--- config.mk ---
export PLATFORM = sky130hd
export DESIGN_NAME = fp_int_cvt
export DESIGN_NICKNAME = d
export VERILOG_FILES = /design/src/rtl/fp_int_cvt_pkg.sv /design/src/rtl/fp_lzc32.sv /design/src/rtl/fp_int_cvt.sv
export SDC_FILE = /design/constraint.sdc
export NUM_CORES = 1
export LEC_CHECK = 0
export ABC_AREA = 1
export CAP_MARGIN = 10
export CORE_UTILIZATION = 45
export CTS_CLUSTER_DIAMETER = 120
export DETAILED_ROUTE_END_ITERATION = 10
export HOLD_SLACK_MARGIN = 0.03
export SYNTH_ARGS = -nofsm -noshare
export SYNTH_HDL_FRONTEND = slang
export SYNTH_SLANG_ARGS = --single-unit
--- constraint.sdc ---
create_clock -name i_clk -period 5.26 [get_ports i_clk]
set_clock_uncertainty 0.15 [all_clocks]
set_input_delay 1.052 -clock i_clk [delete_from_list [all_inputs] [get_ports i_clk]]
set_output_delay 1.052 -clock i_clk [all_outputs]
set_load 0.005 [all_outputs]
--- src/rtl/fp_int_cvt_pkg.sv ---
// Shared definitions for the fp32 <-> int32 converter: field widths, op encodings,
// integer limits and the stage-1 pipeline register layout.
package fp_int_cvt_pkg;

  localparam int FP_BIAS = 127;
  localparam int EXP_W   = 8;
  localparam int FRAC_W  = 23;

  localparam logic [1:0] CVT_S_W  = 2'b00;
  localparam logic [1:0] CVT_S_WU = 2'b01;
  localparam logic [1:0] CVT_W_S  = 2'b10;
  localparam logic [1:0] CVT_WU_S = 2'b11;

  localparam logic [31:0] INT32_MAX  = 32'h7FFF_FFFF;
  localparam logic [31:0] INT32_MIN  = 32'h8000_0000;
  localparam logic [31:0] UINT32_MAX = 32'hFFFF_FFFF;

  // val holds the normalised magnitude (int->fp) or {8'b0, 1, frac} (fp->int)
  typedef struct packed {
    logic [1:0]  op;
    logic        sign;
    logic [31:0] val;
    logic [5:0]  lzc;
    logic [9:0]  e;
    logic        nan;
    logic        inf;
    logic        zero;
    logic        sub_nz;
  } s1_t;

  function automatic logic is_f2i(input logic [1:0] op);
    return (op == CVT_W_S) || (op == CVT_WU_S);
  endfunction

  function automatic logic is_signed(input logic [1:0] op);
    return (op == CVT_S_W) || (op == CVT_W_S);
  endfunction

endpackage

--- src/rtl/fp_lzc32.sv ---
// 32-bit leading-zero counter with left-shift normaliser; count is 32 for a zero input.
module fp_lzc32 (
  input  logic [31:0] val,
  output logic [31:0] norm,
  output logic [5:0]  cnt
);

  // Scan upward so the highest set bit writes last
  always_comb begin
    cnt = 6'd32;
    for (int i = 0; i < 32; i++)
      if (val[i]) cnt = 6'(31 - i);
  end

  assign norm = val << cnt;

endmodule

--- src/rtl/fp_int_cvt.sv ---
// Two-stage fp32 <-> int32 converter (fcvt.s.w/.s.wu/.w.s/.wu.s) with valid/ready on both sides.
// Define FP_CVT_RNE_EN for round-to-nearest-even; otherwise truncation.
module fp_int_cvt
  import fp_int_cvt_pkg::*;
#(
  parameter bit PIPE_OUT = 1'b1
) (
  input  logic        i_clk,
  input  logic        i_rst_n,
  input  logic        i_valid,
  output logic        o_ready,
  input  logic [1:0]  i_op,
  input  logic [31:0] i_data,
  output logic        o_valid,
  input  logic        i_ready,
  output logic [31:0] o_result,
  output logic [1:0]  o_flags
);

  logic             f2i_in, neg_in;
  logic [31:0]      mag, mag_norm;
  logic [5:0]       mag_lzc;
  logic [EXP_W-1:0] exp_in;
  logic [FRAC_W-1:0] frac_in;
  s1_t              s1_d, s1_q;
  logic             s1_valid, s2_adv;

  assign exp_in  = i_data[30:23];
  assign frac_in = i_data[22:0];
  assign f2i_in  = is_f2i(i_op);
  assign neg_in  = i_data[31] & is_signed(i_op);
  assign mag     = neg_in ? -i_data : i_data;

  fp_lzc32 u_lzc (
    .val  (mag),
    .norm (mag_norm),
    .cnt  (mag_lzc)
  );

  always_comb begin
    s1_d        = '0;
    s1_d.op     = i_op;
    s1_d.sign   = f2i_in ? i_data[31] : neg_in;
    s1_d.val    = f2i_in ? {8'd0, 1'b1, frac_in} : mag_norm;
    s1_d.lzc    = mag_lzc;
    s1_d.e      = {2'b00, exp_in} - 10'(FP_BIAS);
    s1_d.nan    = (&exp_in) & (|frac_in);
    s1_d.inf    = (&exp_in) & ~(|frac_in);
    s1_d.zero   = ~(|exp_in);
    s1_d.sub_nz = ~(|exp_in) & (|frac_in);
  end

  assign o_ready = !s1_valid | s2_adv;

  always_ff @(posedge i_clk or negedge i_rst_n) begin
    if (!i_rst_n) begin
      s1_valid <= 1'b0;
      s1_q     <= '0;
    end else if (o_ready) begin
      s1_valid <= i_valid;
      if (i_valid) s1_q <= s1_d;
    end
  end

  // Stage 2 datapath
  logic [23:0]       mant;
  logic              grd, stk, rnd;
  logic [24:0]       mant_r;
  logic [7:0]        exp_r;
  logic signed [9:0] e_s;
  logic [5:0]        shamt;
  logic [63:0]       fixed;
  logic [31:0]       ipart;
  logic              fgrd, fstk, frnd, big, ovf;
  logic [32:0]       mag33, lim;
  logic [31:0]       res;
  logic [1:0]        flg;

  always_comb begin
    // int->fp: hidden bit at val[31], guard/sticky in the low byte
    mant   = s1_q.val[31:8];
    grd    = s1_q.val[7];
    stk    = |s1_q.val[6:0];
`ifdef FP_CVT_RNE_EN
    rnd    = grd & (stk | mant[0]);
`else
    rnd    = 1'b0;
`endif
    mant_r = {1'b0, mant} + {24'd0, rnd};
    exp_r  = 8'd158 - {2'b00, s1_q.lzc} + {7'd0, mant_r[24]};

    // fp->int: place {1,frac} in a 32.32 fixed-point word
    e_s   = $signed(s1_q.e);
    shamt = s1_q.e[5:0] + 6'd9;
    fixed = {40'd0, s1_q.val[23:0]} << shamt;
    if (e_s < -10'sd1) begin
      ipart = '0;
      fgrd  = 1'b0;
      fstk  = 1'b1;
    end else begin
      ipart = fixed[63:32];
      fgrd  = fixed[31];
      fstk  = |fixed[30:0];
    end
`ifdef FP_CVT_RNE_EN
    frnd = fgrd & (fstk | ipart[0]);
`else
    frnd = 1'b0;
`endif
    mag33 = {1'b0, ipart} + {32'd0, frnd};
    big   = s1_q.inf | (e_s >= 10'sd32);
    // lim doubles as the magnitude bound and the saturated result
    if (s1_q.sign) lim = is_signed(s1_q.op) ? {1'b0, INT32_MIN} : 33'd0;
    else           lim = is_signed(s1_q.op) ? {1'b0, INT32_MAX} : {1'b0, UINT32_MAX};
    ovf = big | (mag33 > lim);

    res = '0;
    flg = '0;
    if (!is_f2i(s1_q.op)) begin
      if (|mant_r[24:23]) begin
        res    = {s1_q.sign, exp_r, mant_r[22:0]};
        flg[0] = grd | stk;
      end
    end else if (s1_q.nan) begin
      res = is_signed(s1_q.op) ? INT32_MAX : UINT32_MAX;
      flg = 2'b10;
    end else if (s1_q.zero) begin
      flg[0] = s1_q.sub_nz;
    end else if (ovf) begin
      res = lim[31:0];
      flg = 2'b10;
    end else begin
      res    = s1_q.sign ? -mag33[31:0] : mag33[31:0];
      flg[0] = fgrd | fstk;
    end
  end

  generate
    if (PIPE_OUT) begin : g_reg
      logic        s2_valid;
      logic [31:0] res_q;
      logic [1:0]  flg_q;

      assign s2_adv = !s2_valid | i_ready;

      always_ff @(posedge i_clk or negedge i_rst_n) begin
        if (!i_rst_n) begin
          s2_valid <= 1'b0;
          res_q    <= '0;
          flg_q    <= '0;
        end else if (s2_adv) begin
          s2_valid <= s1_valid;
          if (s1_valid) begin
            res_q <= res;
            flg_q <= flg;
          end
        end
      end

      assign o_valid  = s2_valid;
      assign o_result = res_q;
      assign o_flags  = flg_q;
    end else begin : g_comb
      assign s2_adv   = i_ready;
      assign o_valid  = s1_valid;
      assign o_result = res;
      assign o_flags  = flg;
    end
  endgenerate

endmodule

==> out/metrics.yaml, run 1 <==
synth_edf_count: 0
gr-total-overflow: 0
drt-total-wl_um: 42900
portBuffers: 73
ys_seq_area_share_pct: 20.8
ys_dominant_reg_cell: "dfrtp_1"
start_util_pct: 46.0
setup_viol: 0
die_area_mm2: 0.0247
place_inst: 2247
dieWidth_um: 157
hold_class: "reg2reg"
nFillCells: 2439
p_total_mw: 5.22
dpl_cell_area_mm2: 0.0128
h-tree-depth: 3
layout_min_cycle_time_ps: 4990
p_leak_nw: 6.40
vias: 12900
numCtsBuffers: 9
fin_util_pct: 56.4
tightest_slew_ps: 880
wl_per_cell_um: 18.9
syn_area_mm2: 0.0108
maxSlewHeadroom_pct: 41.3
drc: 0
critPathCaptureType: "flip-flop"
setup_tns_ps: 0
vias_per_cell: 5.70
nNetsFinal: 2022
status: "complete, no violations"
ir_drop_mv: 0.178
grt_use_total_pct: 35.1
holdWs_ps: 344
yosysTopAreaCell: "dfrtp_1"
hold_buffers: 0
insertion_delay_ps: 340
p_per_area_mw_per_mm2: 393
rsz0062_at_grt: "no"
cts_num_sinks: 90
dp_slack_ps: -391
dp_hpwl_um: 34900
hold_viol_final: 0
rrSetupSlack_ps: 280
num_rows: 56
fin_cells: 2268
drv_slew: 0
pin_count: 74
cts_root_buffer: "clkbuf_16"
gp_congestion: 1.01
clockBufferDepth: 2
maxCapViolCount: 0
post-route-cell-area_mm2: 0.0133
critPathLaunchType: "input port"
cts_tree: "done"
crit_required_ps: 5340
core_mm2: 0.0235
area_growth_syn_to_layout_pct: 22.7
grt_max_degree: 65
ys_warn_count: 0
fin_ws_ps: 274
synth_seq_cells: 90
diodes: 0
synthDominantCellAreaShare_pct: 20.8
worst-setup-path-type: "in2reg"
fmax_ghz: 0.201
yosys-top-cells-area: "dfrtp_1, nand2_1, nand3_1"
die-height_um: 157
drt_pass1_iterations: 6
avgSynthCellArea_um2: 6.04
syn_nets: 1869
layout-drive-gt1-share_pct: 16.3
grt_pass1_wl_um: 65900
cts.clk_slew.worst_paths_ps: 70
crit_arrival_ps: 5070
antenna_found_initial: 0
period_share_pct: 94.8
path_max_fanout: 29
syn-instance-count: 1791
yosys-top-cells-count: "nand2_1, nand3_1, nor2_1"
synth.distinct_cells: 61
detail-route-antenna-nets: 0
ys_async_sr_fraction_pct: 100
yosysMostFrequentCell: "nand2_1"
grt_pass1_vias: 11800
first_iter_violations: 1370
-- timing repair --
| action | 4_1_cts | 5_1_grt |
|---|---|---|
| resized for setup | 1 | 50 |
| setup buffers | 0 | 5 |
| pin swaps | 0 | 9 |
| endpoints found under the setup margin | 3 | 65 |
-- registers in the layout, indices dropped and copies added (netlist names) --
signal	count
o_valid	1
mant	24
o_result	32
grd	1
s1_valid	1
e_s	9
s1_q	20
o_flags	2
-- cell families (layout without fill, tap and decap cells) --
kind of cell,Yosys count,after routing,share of synthesized area (%)
AND/OR/NAND/NOR,1006,1006,41.5
flip-flops,90,90,20.8
adder cells (fa/ha/maj),40,40,4.62
XOR/XNOR,26,26,2.55
AO/OA/AOI/OAI,361,361,19.7
multiplexers,5,5,0.462
buffers and inverters,263,421,10.3
-- worst max-delay path: stages --
cell and delay [ps]:
clkdlybuf4s50_1 440, inv_2 70, buf_4 110, nand4_1 170, nor3_4 280, nand4_2 150, inv_2 110, nand3_2 100
nor4_4 320, nand2_2 140, o21ai_2 180, xor2_2 300, inv_1 100, nor2_1 170, buf_4 150, inv_2 30
nor2_1 130, o21ai_1 90, nand2_1 140, buf_12 210, nand3_1 160, nand2_1 90, nand2_1 60, nand2_1 120
nand2_1 80, nand3_1 70, nand2_1 50
-- power breakdown --
part | total [mW] | internal (mW) | switching (mW)
Combinational | 3.48 | 1.35 | 2.14
Clock | 0.646 | 0.334 | 0.312
Sequential | 1.09 | 0.893 | 0.199
Total | 5.22 | 2.57 | 2.65
-- worst paths after layout --
path	depth (start not counted)	startpoint	to
worst max-delay path	27	i_data[3]	mant[17]
worst min register to register	2	mant[16]	mant[16]
min in group asynchronous	1	i_rst_n	o_result[22]
worst min-delay path	2	mant[16]	mant[16]
worst max register to register	31	e_s[0]	o_result[7]
max in group asynchronous	2	i_rst_n	e_s[0]
-- final cells by class --
| class | instances | area, µm² | area share, % |
|---|---|---|---|
| sequential | 90 | 2250 | 17.0 |
| clock inverter | 7 | 71.3 | 0.537 |
| tap | 319 | 399 | 3.00 |
| clock buffer | 9 | 225 | 1.70 |
| multi-input combinational | 1438 | 7620 | 57.4 |
| timing repair buffer | 237 | 2070 | 15.6 |
| inverter | 168 | 638 | 4.80 |
-- routing by layer --
layer | global-route usage, % | wire length [µm]
met5 | 0 | 0
met4 | 18.0 | 2390
met3 | 2.34 | 1990
met2 | 59.5 | 20300
met1 | 44.9 | 18200
-- layout by cell type, fill, tap and decap left out, types with 15 or more instances in the layout --
master             n
nor3_1            15
o221ai_1          21
a21oi_1           99
nand4_1           25
nand3_1          220
o211ai_1          18
inv_1            130
buf_4            155
nor2_1           144
xor2_1            16
inv_2             31
nand2_1          506
nand2_2           21
o21ai_0           96
nand3_2           15
ha_1              38
a22oi_1           18
o21ai_1           45
dfrtp_1           88
clkdlybuf4s50_1   70
Power figures use the tool's default switching activity.
==> run 2, diff against run 1 <==
Clock period 5.26 ns to 4.9 ns, I/O delays scaled along.
==> run 2 against run 1 <==
The run now ends with negative setup slack left. Die area unchanged. Cell area increased by 16%. Global-route usage up 0.75 points. Worst hold slack is essentially flat. Sequential share of layout area is 2.3 points lower. Clock power increased by 19%. Total power grew 27%. Clock-buffer cell count rose by 1. Critical path type is now reg2reg.
==> out/metrics.yaml, run 2 (synthesis gave the netlist of run 1 again) <==
status: "finished, violations left"
violations: "negative setup slack"
maxCapViolCount: 0  # unchanged
crit_required_ps: 4920  # -420 ps
fmax_ghz: 0.201
grt_pass1_vias: 12500  # +6.2%
antenna_found_initial: 0  # unchanged
core_mm2: 0.0235  # unchanged
grt_max_degree: 65  # unchanged
fin_cells: 2405  # +6.0%
clock_power_share_pct: 11.6  # -0.8 points
cts_num_sinks: 90  # unchanged
start_util_pct: 46.0  # unchanged
critPathCaptureType: "flip-flop"
insertion_delay_ps: 340  # about the same
cp_slowest_cell: "dfrtp_2"
drv_slew: 0  # unchanged
nNetsFinal: 2159  # +6.8%
pwr-share-comb_pct: 70.7  # +4.0 points
fin_util_pct: 65.2  # +8.8 points
met1_length_um: 18500  # +1.6%
ir_drop_mv: 0.186  # +4.5%
highest_layer: "met4"
p_leak_nw: 7.33  # +14%
cts_root_buffer: "clkbuf_16"
fin_ws_ps: -73.2  # -347 ps
h-tree-depth: 3  # unchanged
hold_viol_final: 0  # unchanged
cts_tree: "done"
dieWidth_um: 157  # unchanged
rsz0062_at_grt: "yes"
largest_reg_flops: 32  # unchanged
grt_use_total_pct: 35.8  # +0.75 points
pin_count: 74  # unchanged
die-height_um: 157  # unchanged
layout-drive-gt1-share_pct: 27.6  # +11 points
hold_depth: 2  # unchanged
switching_share_pct: 48.4  # -2.4 points
dp_slack_ps: -661  # -270 ps
layout_min_cycle_time_ps: 4970
setup_tns_ps: -474  # -474 ps
vias_per_cell: 5.76  # +1.1%
routed-wl-met2_um: 22100  # +8.6%
path_max_fanout: 7  # -76%
period_share_pct: 101
cts.clk_slew.worst_paths_ps: 70  # about the same
drt-total-wl_um: 45800  # +6.8%
worst-setup-path-type: "reg2reg"
layout_commonest_cell: "nand2_1"
drt_pass1_iterations: 5  # -1
p_per_area_mw_per_mm2: 432  # +10%
crit_arrival_ps: 4990  # -80 ps
hold_class: "reg2reg"
numCtsBuffers: 9  # unchanged
die_area_mm2: 0.0247  # unchanged
area_growth_syn_to_layout_pct: 41.8
slowest_delay_ps: 450  # about the same
internal_power_mw: 3.43  # +33%
maxSlewHeadroom_pct: 6.48  # -35 points
setup_viol: 14  # +14
place_inst: 2339  # +4.1%
gp_congestion: 0.996  # -1.0%
critPathLaunchType: "flip-flop"
grt_pass1_wl_um: 67900  # +3.0%
wl_per_cell_um: 19.1  # +0.74%
tightest_slew_ps: 1400  # +523 ps
diodes: 0  # unchanged
dp_hpwl_um: 35100  # +0.53%
portBuffers: 73  # unchanged
first_iter_violations: 1484  # +8.3%
routed-wl-met3_um: 2570  # +29%
drc: 0  # unchanged
gr-total-overflow: 0  # unchanged
clockBufferDepth: 2  # unchanged
reg2reg_depth: 29  # -6.5%
pwr-share-seq_pct: 17.8  # -3.1 points
detail-route-antenna-nets: 0  # unchanged
num_rows: 56  # unchanged
switchingPower_mw: 3.21  # +21%
hold_buffers: 0  # unchanged
layout_common_cells: "nand2_1, buf_4, nand3_1, nor2_1, inv_1"
vias: 13800  # +7.2%
## run 2: changes by cell type in the layout (fill, tap and decap cells not counted), sizes merged
cell	change
buf	+130
clkbuf	+7
clkdlybuf4s50	-4
clkinvlp	-1
clkinv	-1
dlygate4sd2	+3
inv	+1
bufinv	+2
## run 2: per-layer routing
metal	track usage (%)	vias to the layer above
li1	-	6623
met1	44.8	6472
met2	61.7	613
met3	2.20	141
met4	19.6	0
met5	0	-
## run 2: stage by stage
step	hold slack [ps]	power (mW)	cell area [µm²]
6_report	344	6.64	15300
5_1_grt	345	7.08	15300
4_1_cts	340	5.90	14100
3_5_place_dp	323	5.06	13500
2_1_floorplan	299	3.33	10800
3_3_place_gp	317	5.04	13500
## run 2: timing repair
action | CTS | global route
resized for setup | 49 | 230
endpoints found under the setup margin | 65 | 67
cloned | 1 | 8
pin swaps | 15 | 57
setup buffers | 11 | 30
## run 2: cell type report
type | count | area [µm²]
Clock buffer | 10 | 229
Clock inverter | 6 | 96.3
Fill cell | 2155 | 8200
Inverter | 168 | 668
Multi-Input combinational cell | 1438 | 8370
Sequential cell | 90 | 2250
Tap cell | 319 | 399
Timing Repair Buffer | 372 | 3310
Timing Repair inverter | 2 | 17.5
## run 2: power by group through the flow
stage               sequential, mW  clock [mW]  combinational [mW]
CTS                           1.16       0.776                3.96
finish                        1.18       0.768                4.69
detailed placement            1.17           0                3.89
global route                  1.19       0.808                5.07
global placement              1.17           0                3.86
floorplan                     1.10           0                2.23
## run 2: final timing paths
kind	from	slack (ps)	end
worst min register to register	mant[19]	340	mant[19]
worst max-delay path	e_s[0]	-70	o_result[8]
max in group asynchronous	i_rst_n	3050	e_s[0]
worst max register to register	e_s[0]	-70	o_result[8]
worst min-delay path	mant[19]	340	mant[19]
min in group asynchronous	i_rst_n	510	o_result[26]
## run 2: worst max-delay path: cells and delay by family, from the launching register on
kind	cells	cell delay, ps
AO/OA/AOI/OAI	15	2090
adder cells (fa/ha/maj)	2	720
AND/OR/NAND/NOR	7	690
buffers and inverters	4	590
flip-flops	1	450
multiplexers	1	120
